### config.mk
export PLATFORM = sky130hd
export DESIGN_NAME = window_spill_fill
export DESIGN_NICKNAME = d
export VERILOG_FILES = /design/src/rtl/window_spill_fill_pkg.sv /design/src/rtl/window_spill_fill.sv
export SDC_FILE = /design/constraint.sdc
export NUM_CORES = 1
export LEC_CHECK = 0
export CORE_ASPECT_RATIO = 0.8
export CORE_MARGIN = 2
export CORE_UTILIZATION = 40
export CTS_CLUSTER_SIZE = 14
export DETAILED_ROUTE_END_ITERATION = 16
export MAX_ROUTING_LAYER = met4
export PLACE_DENSITY = 0.83
export SYNTH_ARGS = -nofsm -noshare
export SYNTH_HDL_FRONTEND = slang
export SYNTH_SLANG_ARGS = --single-unit
### constraint.sdc
create_clock -name clk -period 8.7 [get_ports clk]
set_input_delay 1.74 -clock clk [delete_from_list [all_inputs] [get_ports clk]]
set_output_delay 1.74 -clock clk [all_outputs]
set_load 0.05 [all_outputs]
### src/rtl/window_spill_fill_pkg.sv
// Shared constants for the register-window spill/fill engine: widths, window geometry, FSM codes.
// Purely declarative; no logic, so no latency or backpressure of its own.
// Holds constants only; users include it with `import window_spill_fill_pkg::*;`.
package window_spill_fill_pkg;

    localparam int DATA_W_DEF   = 16;
    localparam int ADDR_W_DEF   = 16;
    localparam int WIN_W        = 2;
    localparam int REGS_PER_WIN = 4;

    // FSM encodings; ST_CLEAR is only reachable when SPILL_FILL_CLEAR_EN is defined
    localparam logic [2:0] ST_IDLE     = 3'd0;
    localparam logic [2:0] ST_SPILL_RD = 3'd1;
    localparam logic [2:0] ST_SPILL_WR = 3'd2;
    localparam logic [2:0] ST_FILL_RD  = 3'd3;
    localparam logic [2:0] ST_FILL_WR  = 3'd4;
    localparam logic [2:0] ST_CLEAR    = 3'd5;
    localparam logic [2:0] ST_DONE     = 3'd6;

endpackage

### src/rtl/window_spill_fill.sv
// Moves one 4-register window between the register file and memory (spill or fill).
// Latency with zero-wait memory: spill done at cycle 7 (11 with SPILL_FILL_CLEAR_EN), fill at cycle 9.
// Backpressure: each memory access holds mem_req/addr/data until mem_ack; stalls add cycles one-for-one.
module window_spill_fill
    import window_spill_fill_pkg::*;
#(
    parameter int DATA_W = DATA_W_DEF,
    parameter int ADDR_W = ADDR_W_DEF
) (
    input  logic              clk,
    input  logic              rst,
    input  logic              start,
    input  logic              dir,
    input  logic [WIN_W-1:0]  win,
    input  logic [ADDR_W-1:0] base_addr,
    output logic              busy,
    output logic              done,
    output logic [WIN_W-1:0]  rf_window,
    output logic [WIN_W-1:0]  rf_ri,
    output logic [WIN_W-1:0]  rf_rj,
    output logic              rf_reg_write,
    output logic [DATA_W-1:0] rf_write_data,
    input  logic [DATA_W-1:0] rf_read_data1,
    input  logic [DATA_W-1:0] rf_read_data2,
    output logic              mem_req,
    output logic              mem_we,
    output logic [ADDR_W-1:0] mem_addr,
    output logic [DATA_W-1:0] mem_wdata,
    input  logic              mem_ack,
    input  logic [DATA_W-1:0] mem_rdata
);

    logic [2:0]        state_q, state_d;
    logic [1:0]        idx_q,   idx_d;
    logic              half_q,  half_d;
    logic [WIN_W-1:0]  win_q,   win_d;
    logic [ADDR_W-1:0] base_q,  base_d;
    logic [DATA_W-1:0] buf0_q,  buf0_d;
    logic [DATA_W-1:0] buf1_q,  buf1_d;

    logic [1:0] idx_p2;
    logic       last_slot;

    assign idx_p2    = idx_q + 2'd2;
    assign last_slot = (idx_q == 2'(REGS_PER_WIN - 1));

    always_comb begin
        state_d = state_q;
        idx_d   = idx_q;
        half_d  = half_q;
        win_d   = win_q;
        base_d  = base_q;
        buf0_d  = buf0_q;
        buf1_d  = buf1_q;
        case (state_q)
            ST_IDLE: begin
                if (start) begin
                    win_d   = win;
                    base_d  = base_addr;
                    idx_d   = 2'd0;
                    half_d  = 1'b0;
                    state_d = dir ? ST_FILL_RD : ST_SPILL_RD;
                end
            end
            ST_SPILL_RD: begin
                buf0_d  = rf_read_data1;
                buf1_d  = rf_read_data2;
                half_d  = 1'b0;
                state_d = ST_SPILL_WR;
            end
            ST_SPILL_WR: begin
                // half_q selects the second word of the pair
                if (mem_ack) begin
                    if (!half_q) begin
                        half_d = 1'b1;
                    end else begin
                        half_d = 1'b0;
                        idx_d  = idx_p2;
                        if (idx_p2 != 2'd0) begin
                            state_d = ST_SPILL_RD;
                        end else begin
`ifdef SPILL_FILL_CLEAR_EN
                            state_d = ST_CLEAR;
`else
                            state_d = ST_DONE;
`endif
                        end
                    end
                end
            end
            ST_FILL_RD: begin
                if (mem_ack) begin
                    buf0_d  = mem_rdata;
                    state_d = ST_FILL_WR;
                end
            end
            ST_FILL_WR: begin
                if (last_slot) begin
                    state_d = ST_DONE;
                end else begin
                    idx_d   = idx_q + 2'd1;
                    state_d = ST_FILL_RD;
                end
            end
`ifdef SPILL_FILL_CLEAR_EN
            ST_CLEAR: begin
                if (last_slot) begin
                    state_d = ST_DONE;
                end else begin
                    idx_d = idx_q + 2'd1;
                end
            end
`endif
            ST_DONE: state_d = ST_IDLE;
            default: state_d = ST_IDLE;
        endcase
    end

    always_comb begin
        busy          = (state_q != ST_IDLE);
        done          = (state_q == ST_DONE);
        rf_window     = '0;
        rf_ri         = '0;
        rf_rj         = '0;
        rf_reg_write  = 1'b0;
        rf_write_data = '0;
        mem_req       = 1'b0;
        mem_we        = 1'b0;
        mem_addr      = '0;
        mem_wdata     = '0;
        case (state_q)
            ST_SPILL_RD: begin
                rf_window = win_q;
                rf_ri     = idx_q;
                rf_rj     = idx_q + 2'd1;
            end
            ST_SPILL_WR: begin
                mem_req   = 1'b1;
                mem_we    = 1'b1;
                mem_addr  = base_q + ADDR_W'(idx_q) + ADDR_W'(half_q);
                mem_wdata = half_q ? buf1_q : buf0_q;
            end
            ST_FILL_RD: begin
                mem_req  = 1'b1;
                mem_addr = base_q + ADDR_W'(idx_q);
            end
            ST_FILL_WR: begin
                rf_reg_write  = 1'b1;
                rf_window     = win_q;
                rf_ri         = idx_q;
                rf_write_data = buf0_q;
            end
`ifdef SPILL_FILL_CLEAR_EN
            ST_CLEAR: begin
                rf_reg_write = 1'b1;
                rf_window    = win_q;
                rf_ri        = idx_q;
            end
`endif
            default: ;
        endcase
    end

    always_ff @(posedge clk) begin
        if (!rst) begin
            state_q <= ST_IDLE;
            idx_q   <= '0;
            half_q  <= 1'b0;
            win_q   <= '0;
            base_q  <= '0;
            buf0_q  <= '0;
            buf1_q  <= '0;
        end else begin
            state_q <= state_d;
            idx_q   <= idx_d;
            half_q  <= half_d;
            win_q   <= win_d;
            base_q  <= base_d;
            buf0_q  <= buf0_d;
            buf1_q  <= buf1_d;
        end
    end

endmodule
==> impl_metrics.csv, run 1 <==
group,metric,value,unit
grt,grtUsageTotal,23.26,%
routing,dr.pass1.iters,5,
logic_synthesis,netlist_area,3775,µm²
routing,routed_wl,11.66,mm
routing,viasPerCell,5.604,
sta,post-route-period-util,66.60,%
logic_synthesis,yosys-top-cells-area,"dfxtp_1, nand2_1, a21boi_0",
critical_path,cp_num_buf_inv,1,
run,maxCapViolCount,0,
placed_design,finalWeightedCongestion,0.9180,
logic_synthesis,synthCells,503,
power_and_ir_drop,leakagePower,0.001946,µW
sta,setup_viol,0,
logic_synthesis,synth_top_area_cell,"dfxtp_1",
logic_synthesis,synth_edf_count,0,
logic_synthesis,syn_avg_cell_area,7.505,µm²
logic_synthesis,syn-num-nets,581,
grt,globalRouteMet3Util,4.430,%
cts,cts_hold_buffers,0,
critical_path,slowest_stage,"dfxtp_1",
sta,setup_tns,0,ns
routing,ant_nets,0,
cts,h-tree-depth,2,
cells_and_area,antenna_cells,0,
critical_path,cp.arrival,4.05,ns
sta,worst_slew_pin_slew,1.136,ns
die,io_pins,130,
power_and_ir_drop,p_int,657.4,µW
grt,grt_pass1_wl,18.98,mm
grt,antenna_found_initial,0,
grt,grtUsageMet2,35.53,%
cts,clk_path_buf_depth,2,
cts,post-cts-setup-buffers,0,
power_and_ir_drop,clockPowerShare,17.2,%
cts,clk_pin_slew_worst_paths,0.08,ns
logic_synthesis,yosysTopAreaCellShare,29.70,%
cts,worstSkewPairLatency,0.30,ns
placed_design,io_buffers,129,
cts,cts_tree,"yes",
cts,clock_tree.root_cell,"clkbuf_16",
cells_and_area,final_nets,679,
grt,grt_pass1_vias,3853,
critical_path,crit_family,"simple AND/OR/NAND/NOR gates",
grt,grtUsageMet1,31.55,%
critical_path,critPathRequiredTime,6.96,ns
cts,numCtsBuffers,5,
die,die_y,90.89,µm
power_and_ir_drop,combPwrFrac,47.6,%
sta,maxSlewViolCount,0,
placed_design,hpwl,8.756,mm
cts,cts.repair.resized,0,
power_and_ir_drop,power.switching,563.6,µW
sta,fin_skew,0.007087,ns
power_and_ir_drop,ir_worst_vdd,0.0001945,V
cells_and_area,drive_gt1_share,3.654,%
logic_synthesis,synth-main-ff-cell,"dfxtp_1",
critical_path,worstReg2RegStart,"state_q[0]$_SDFFE_PN0P_",
power_and_ir_drop,power_density,235.6,nW/µm²
critical_path,start_kind,"flop",
critical_path,slowest_delay,1.00,ns
logic_synthesis,yosysMostFrequentCell,"nand2_1",
cells_and_area,area.growth.synth_to_final,37.29,%
critical_path,r2r_setup_slack,6.07,ns
die,die_w,112.6,µm
sta,min_period,5.794,ns
critical_path,path_class,"reg2out",
die,core_area,9115,µm²
critical_path,worstPathMaxFanout,20,
routing,drc_errors,0,
logic_synthesis,synth-seq-cells,56,
sta,hold_viol_final,0,
logic_synthesis,yosysSeqAreaShare,29.70,%
grt,grt_max_degree,57,
logic_synthesis,synth_warnings,0,
power_and_ir_drop,p_seq_share,35.2,%
grt,overflow,0,
sta,maxSlewHeadroom,24.01,%
worst_hold_path,holdCritStartpoint,"buf1_q[15]$_SDFFE_PN0P_",
die,fp-row-count,31,
logic_synthesis,synth_async_sr_flop_share,0,%
grt,busiest_layer,"met2",
die,start_util,41.41,%
run_status,status,"finished, final reports clean",
worst_hold_path,hp-class,"reg2reg",
sta,holdWs,0.4694,ns
power_and_ir_drop,switching_share,46.16,%
logic_synthesis,ys_top_cells_by_count,"nand2_1, dfxtp_1, nor2_1",
routing,via_count,4018,
critical_path,path_cells,"ha_1, nor3b_1, nand3_1, or3_1, o31a_1, nor3_1, clkdlybuf4s50_1",
sta,rsz0062_at_grt,"no",
die,dieArea,10240,µm²
critical_path,worstSetupStartpoint,"half_q$_SDFFE_PN0P_",
critical_path,cp-end-kind,"primary output",
power_and_ir_drop,p_total,1221,µW
routing,wire_per_inst,16.26,µm
logic_synthesis,synthDistinctLibCells,56,
sta,max_freq,0.1726,GHz
cts,clock_sinks,56,
routing,drt_iter0_markers,311,
[cell type report]
| cell class | instances | area [µm²] |
|---|---|---|
| fillers | 815 | 3933 |
| flip-flops and latches | 56 | 1121 |
| repair buffers | 132 | 1314 |
| clock inverters | 3 | 25.02 |
| clock buffers | 5 | 125.1 |
| inverters | 12 | 45.04 |
| well taps | 115 | 143.9 |
| multi-input cells | 394 | 2409 |
[sequential cells by signal (all words and copies together), names as in the netlist]
register	flops
buf0_q	16
half_q	1
idx_q	2
state_q	3
base_q	16
buf1_q	16
win_q	2
[through the flow]
stage	utilization (%)	area (µm²)	worst slack, ns	std cells
3_3_place_gp	55.21	5032	3.430	709
3_5_place_dp	55.21	5032	3.286	709
2_1_floorplan	-	3775	3.438	503
5_1_grt	56.86	5182	2.678	717
4_1_cts	56.86	5182	2.962	717
6_report	56.86	5182	2.906	717
[cell usage in the layout (no fill, tap or decap), types with 5 or more instances in the layout]
master           count
a21oi_1             12
xnor2_1             15
inv_1               12
dfxtp_1             56
o211a_1             17
ha_1                 6
clkbuf_16            5
nor2_1              43
nor2b_1              7
nor4_1               8
nand3_1             38
mux2i_1             16
o21ai_0              8
a21boi_0            35
nor3_1              10
clkdlybuf4s50_1    129
nand2_1             96
nand2b_1             9
and2_1              19
xor2_1               5
[layer usage]
layer | wire, µm | up-vias
li1 | - | 1921
met1 | 5212 | 1835
met2 | 5187 | 232
met3 | 1037 | 30
met4 | 223 | 0
met5 | 0 | -
[tightest hold or removal path: stages (launching register included)]
cell,delay [ns]
dfxtp_1,0.31
nand2_1,0.05
a21boi_0,0.06
[kinds of logic after synthesis]
| family | count (synthesis) | share of synthesized area, % |
|---|---|---|
| muxes | 16 | 4.243 |
| xor gates and xnor gates | 21 | 5.071 |
| buffers and inverters | 53 | 6.695 |
| AOI/OAI and AO/OA | 93 | 18.63 |
| adders and majority gates | 8 | 2.784 |
| DFF | 56 | 29.70 |
| and+or+nand+nor | 256 | 32.88 |
[power groups by stage]
stage	Clock, µW	Combinational (µW)	Sequential, µW
after floorplan	0	455	373
after global placement	0	563	427
after detailed placement	0	576	430
after CTS	213	579	426
after global routing	222	633	438
final	210	581	430
[final timing paths]
path                             endpoint  cells past startpoint
setup / recovery             mem_addr[13]                      7
hold / removal    buf1_q[15]$_SDFFE_PN0P_                      2
setup reg to reg   buf0_q[5]$_SDFFE_PN0P_                      6
hold reg to reg   buf1_q[15]$_SDFFE_PN0P_                      2
(Power assumes the default switching activity.)
==> inputs of run 2 (changes only) <==
- clock period: 8.7 -> 5.9 ns (I/O delays scaled with it)
==> run 2 against run 1 <==
  * Via count down 1.0%
  * Core utilization is 0.36 points higher
  * Final area up 0.63%
  * Largest cell class unchanged
==> impl_metrics.csv, run 2 (synthesis results as in run 1) <==
group,metric,value,unit
cts,cts_hold_buffers,0,
cells_and_area,layout_commonest_cell,"clkdlybuf4s50_1",
critical_path,r2r_setup_slack,3.45,ns
critical_path,r2r_end,"buf0_q[0]$_SDFFE_PN0P_",
cts,numCtsBuffers,5,
die,fp-row-count,31,
critical_path,endpoint,"mem_addr[13]",
sta,max_freq,0.1906,GHz
die,die_w,112.6,µm
critical_path,slowest_delay,0.88,ns
routing,drt_iter0_markers,351,
cells_and_area,final_cell_mix,"clkdlybuf4s50_1, nand2_1, dfxtp_1",
grt,overflow,0,
run,maxCapViolCount,0,
critical_path,cp_num_buf_inv,2,
cts,cts_tree,"yes",
grt,antenna_found_initial,0,
routing,via_count,3976,
critical_path,slowest_stage,"clkdlybuf4s50_1",
cts,cts.repair.resized,0,
routing,routed_wl,11.61,mm
cts,clock_tree.root_cell,"clkbuf_16",
critical_path,start_kind,"flop",
critical_path,cp-end-kind,"primary output",
cells_and_area,area.growth.synth_to_final,38.15,%
sta,worst_slew_pin_slew,1.206,ns
run_status,status,"finished, final reports clean",
cts,clock_sinks,56,
placed_design,io_buffers,129,
grt,grt_max_degree,57,
critical_path,worstReg2RegStart,"state_q[0]$_SDFFE_PN0P_",
cts,worstSkewPairLatency,0.29,ns
die,dieArea,10240,µm²
placed_design,place_ws,1.025,ns
critical_path,crit_family,"simple AND/OR/NAND/NOR gates",
routing,ant_nets,0,
critical_path,path_depth,10,
routing,wire_per_inst,16.15,µm
die,die_y,90.89,µm
placed_design,finalWeightedCongestion,0.9715,
cells_and_area,final_core_util,57.21,%
cells_and_area,final_nets,681,
grt,grt_pass1_vias,3721,
worst_hold_path,hp-class,"reg2reg",
critical_path,cp.arrival,4.07,ns
power_and_ir_drop,ir_worst_vdd,0.0002244,V
sta,setup_tns,0,ns
cts,clk_path_buf_depth,2,
sta,post-route-period-util,88.93,%
power_and_ir_drop,power_density,353.6,nW/µm²
cts,clk_pin_slew_worst_paths,0.08,ns
die,core_area,9115,µm²
grt,grtUsageTotal,22.49,%
sta,maxSlewHeadroom,19.52,%
sta,setup_viol,0,
die,io_pins,130,
critical_path,r2r_cells,4,
sta,fin_skew,0.005417,ns
critical_path,worstPathMaxFanout,10,
cells_and_area,antenna_cells,0,
placed_design,hpwl,8.709,mm
cts,h-tree-depth,2,
sta,min_period,5.247,ns
cells_and_area,drive_gt1_share,3.808,%
routing,viasPerCell,5.530,
grt,grt_pass1_wl,18.51,mm
critical_path,worstSetupStartpoint,"idx_q[0]$_SDFFE_PN0P_",
routing,dr.pass1.iters,5,
sta,maxSlewViolCount,0,
sta,rsz0062_at_grt,"no",
cells_and_area,reg_top3,"base_q x16, buf0_q x16, buf1_q x16",
sta,hold_viol_final,0,
critical_path,path_cells,"ha_1, inv_1, fa_1, nand2b_4, or4_4, xnor2_2, nand3_1, o31a_1, nor3_1, clkdlybuf4s50_1",
critical_path,critPathRequiredTime,4.72,ns
cts,post-cts-setup-buffers,0,
critical_path,path_class,"reg2out",
routing,drc_errors,0,
die,start_util,41.41,%
power_and_ir_drop,leakagePower,0.001967,µW
sta,final.setup.worst_slack,0.6533,ns
## run 2: cell count changes in the layout (fill, tap and decap cells not counted), sizes merged
cell / delta
clkinvlp: -1
bufinv: +1
inv: -1
clkbuf: +1
buf: +2
## run 2: power breakdown
part           switching [µW]  leakage (µW)  internal [µW]
registers                 136      0.000459            487
clock network             146     0.0000815            203
logic                     547       0.00143            325
## run 2: area by class of cell
type	count	area [µm²]
inverters	12	45.04
multi-input cells	394	2409
flip-flops and latches	56	1121
clock buffers	6	128.9
fillers	805	3900
repair buffers	134	1329
clock inverters	2	38.79
well taps	115	143.9
## run 2: tightest hold or removal path: stages, from the launching register on
cell,delay (ns)
dfxtp_1,0.31
nand2_1,0.05
a21boi_0,0.06
## run 2: through the flow
step	total power, µW	hold WS [ns]	std cells	instance area, µm²
finish	1844	0.4663	719	5215
global route	1952	0.4942	719	5215
floorplan	1221	0.4389	503	3775
global placement	1469	0.4503	711	5047
CTS	1838	0.4694	719	5215
detailed placement	1492	0.4587	711	5047
## run 2: per-layer routing
layer / share of wire, % / up-vias / global-route usage [%]
met5: 0 / - / -
met4: 1.8 / 0 / 5.793
met3: 8.4 / 24 / 2.953
met2: 44 / 201 / 33.73
met1: 45 / 1819 / 31.94
li1: - / 1932 / -
## run 2: how the worst min path moves through the flow
stage	from	endpoint	cells past startpoint
after floorplan	win_q[0]$_SDFFE_PN0P_	win_q[0]$_SDFFE_PN0P_	2
after global placement	win_q[1]$_SDFFE_PN0P_	win_q[1]$_SDFFE_PN0P_	2
after detailed placement	buf1_q[9]$_SDFFE_PN0P_	buf1_q[9]$_SDFFE_PN0P_	2
after CTS	buf1_q[9]$_SDFFE_PN0P_	buf1_q[9]$_SDFFE_PN0P_	2
after global routing	buf1_q[14]$_SDFFE_PN0P_	buf1_q[14]$_SDFFE_PN0P_	2
final	buf1_q[12]$_SDFFE_PN0P_	buf1_q[12]$_SDFFE_PN0P_	2
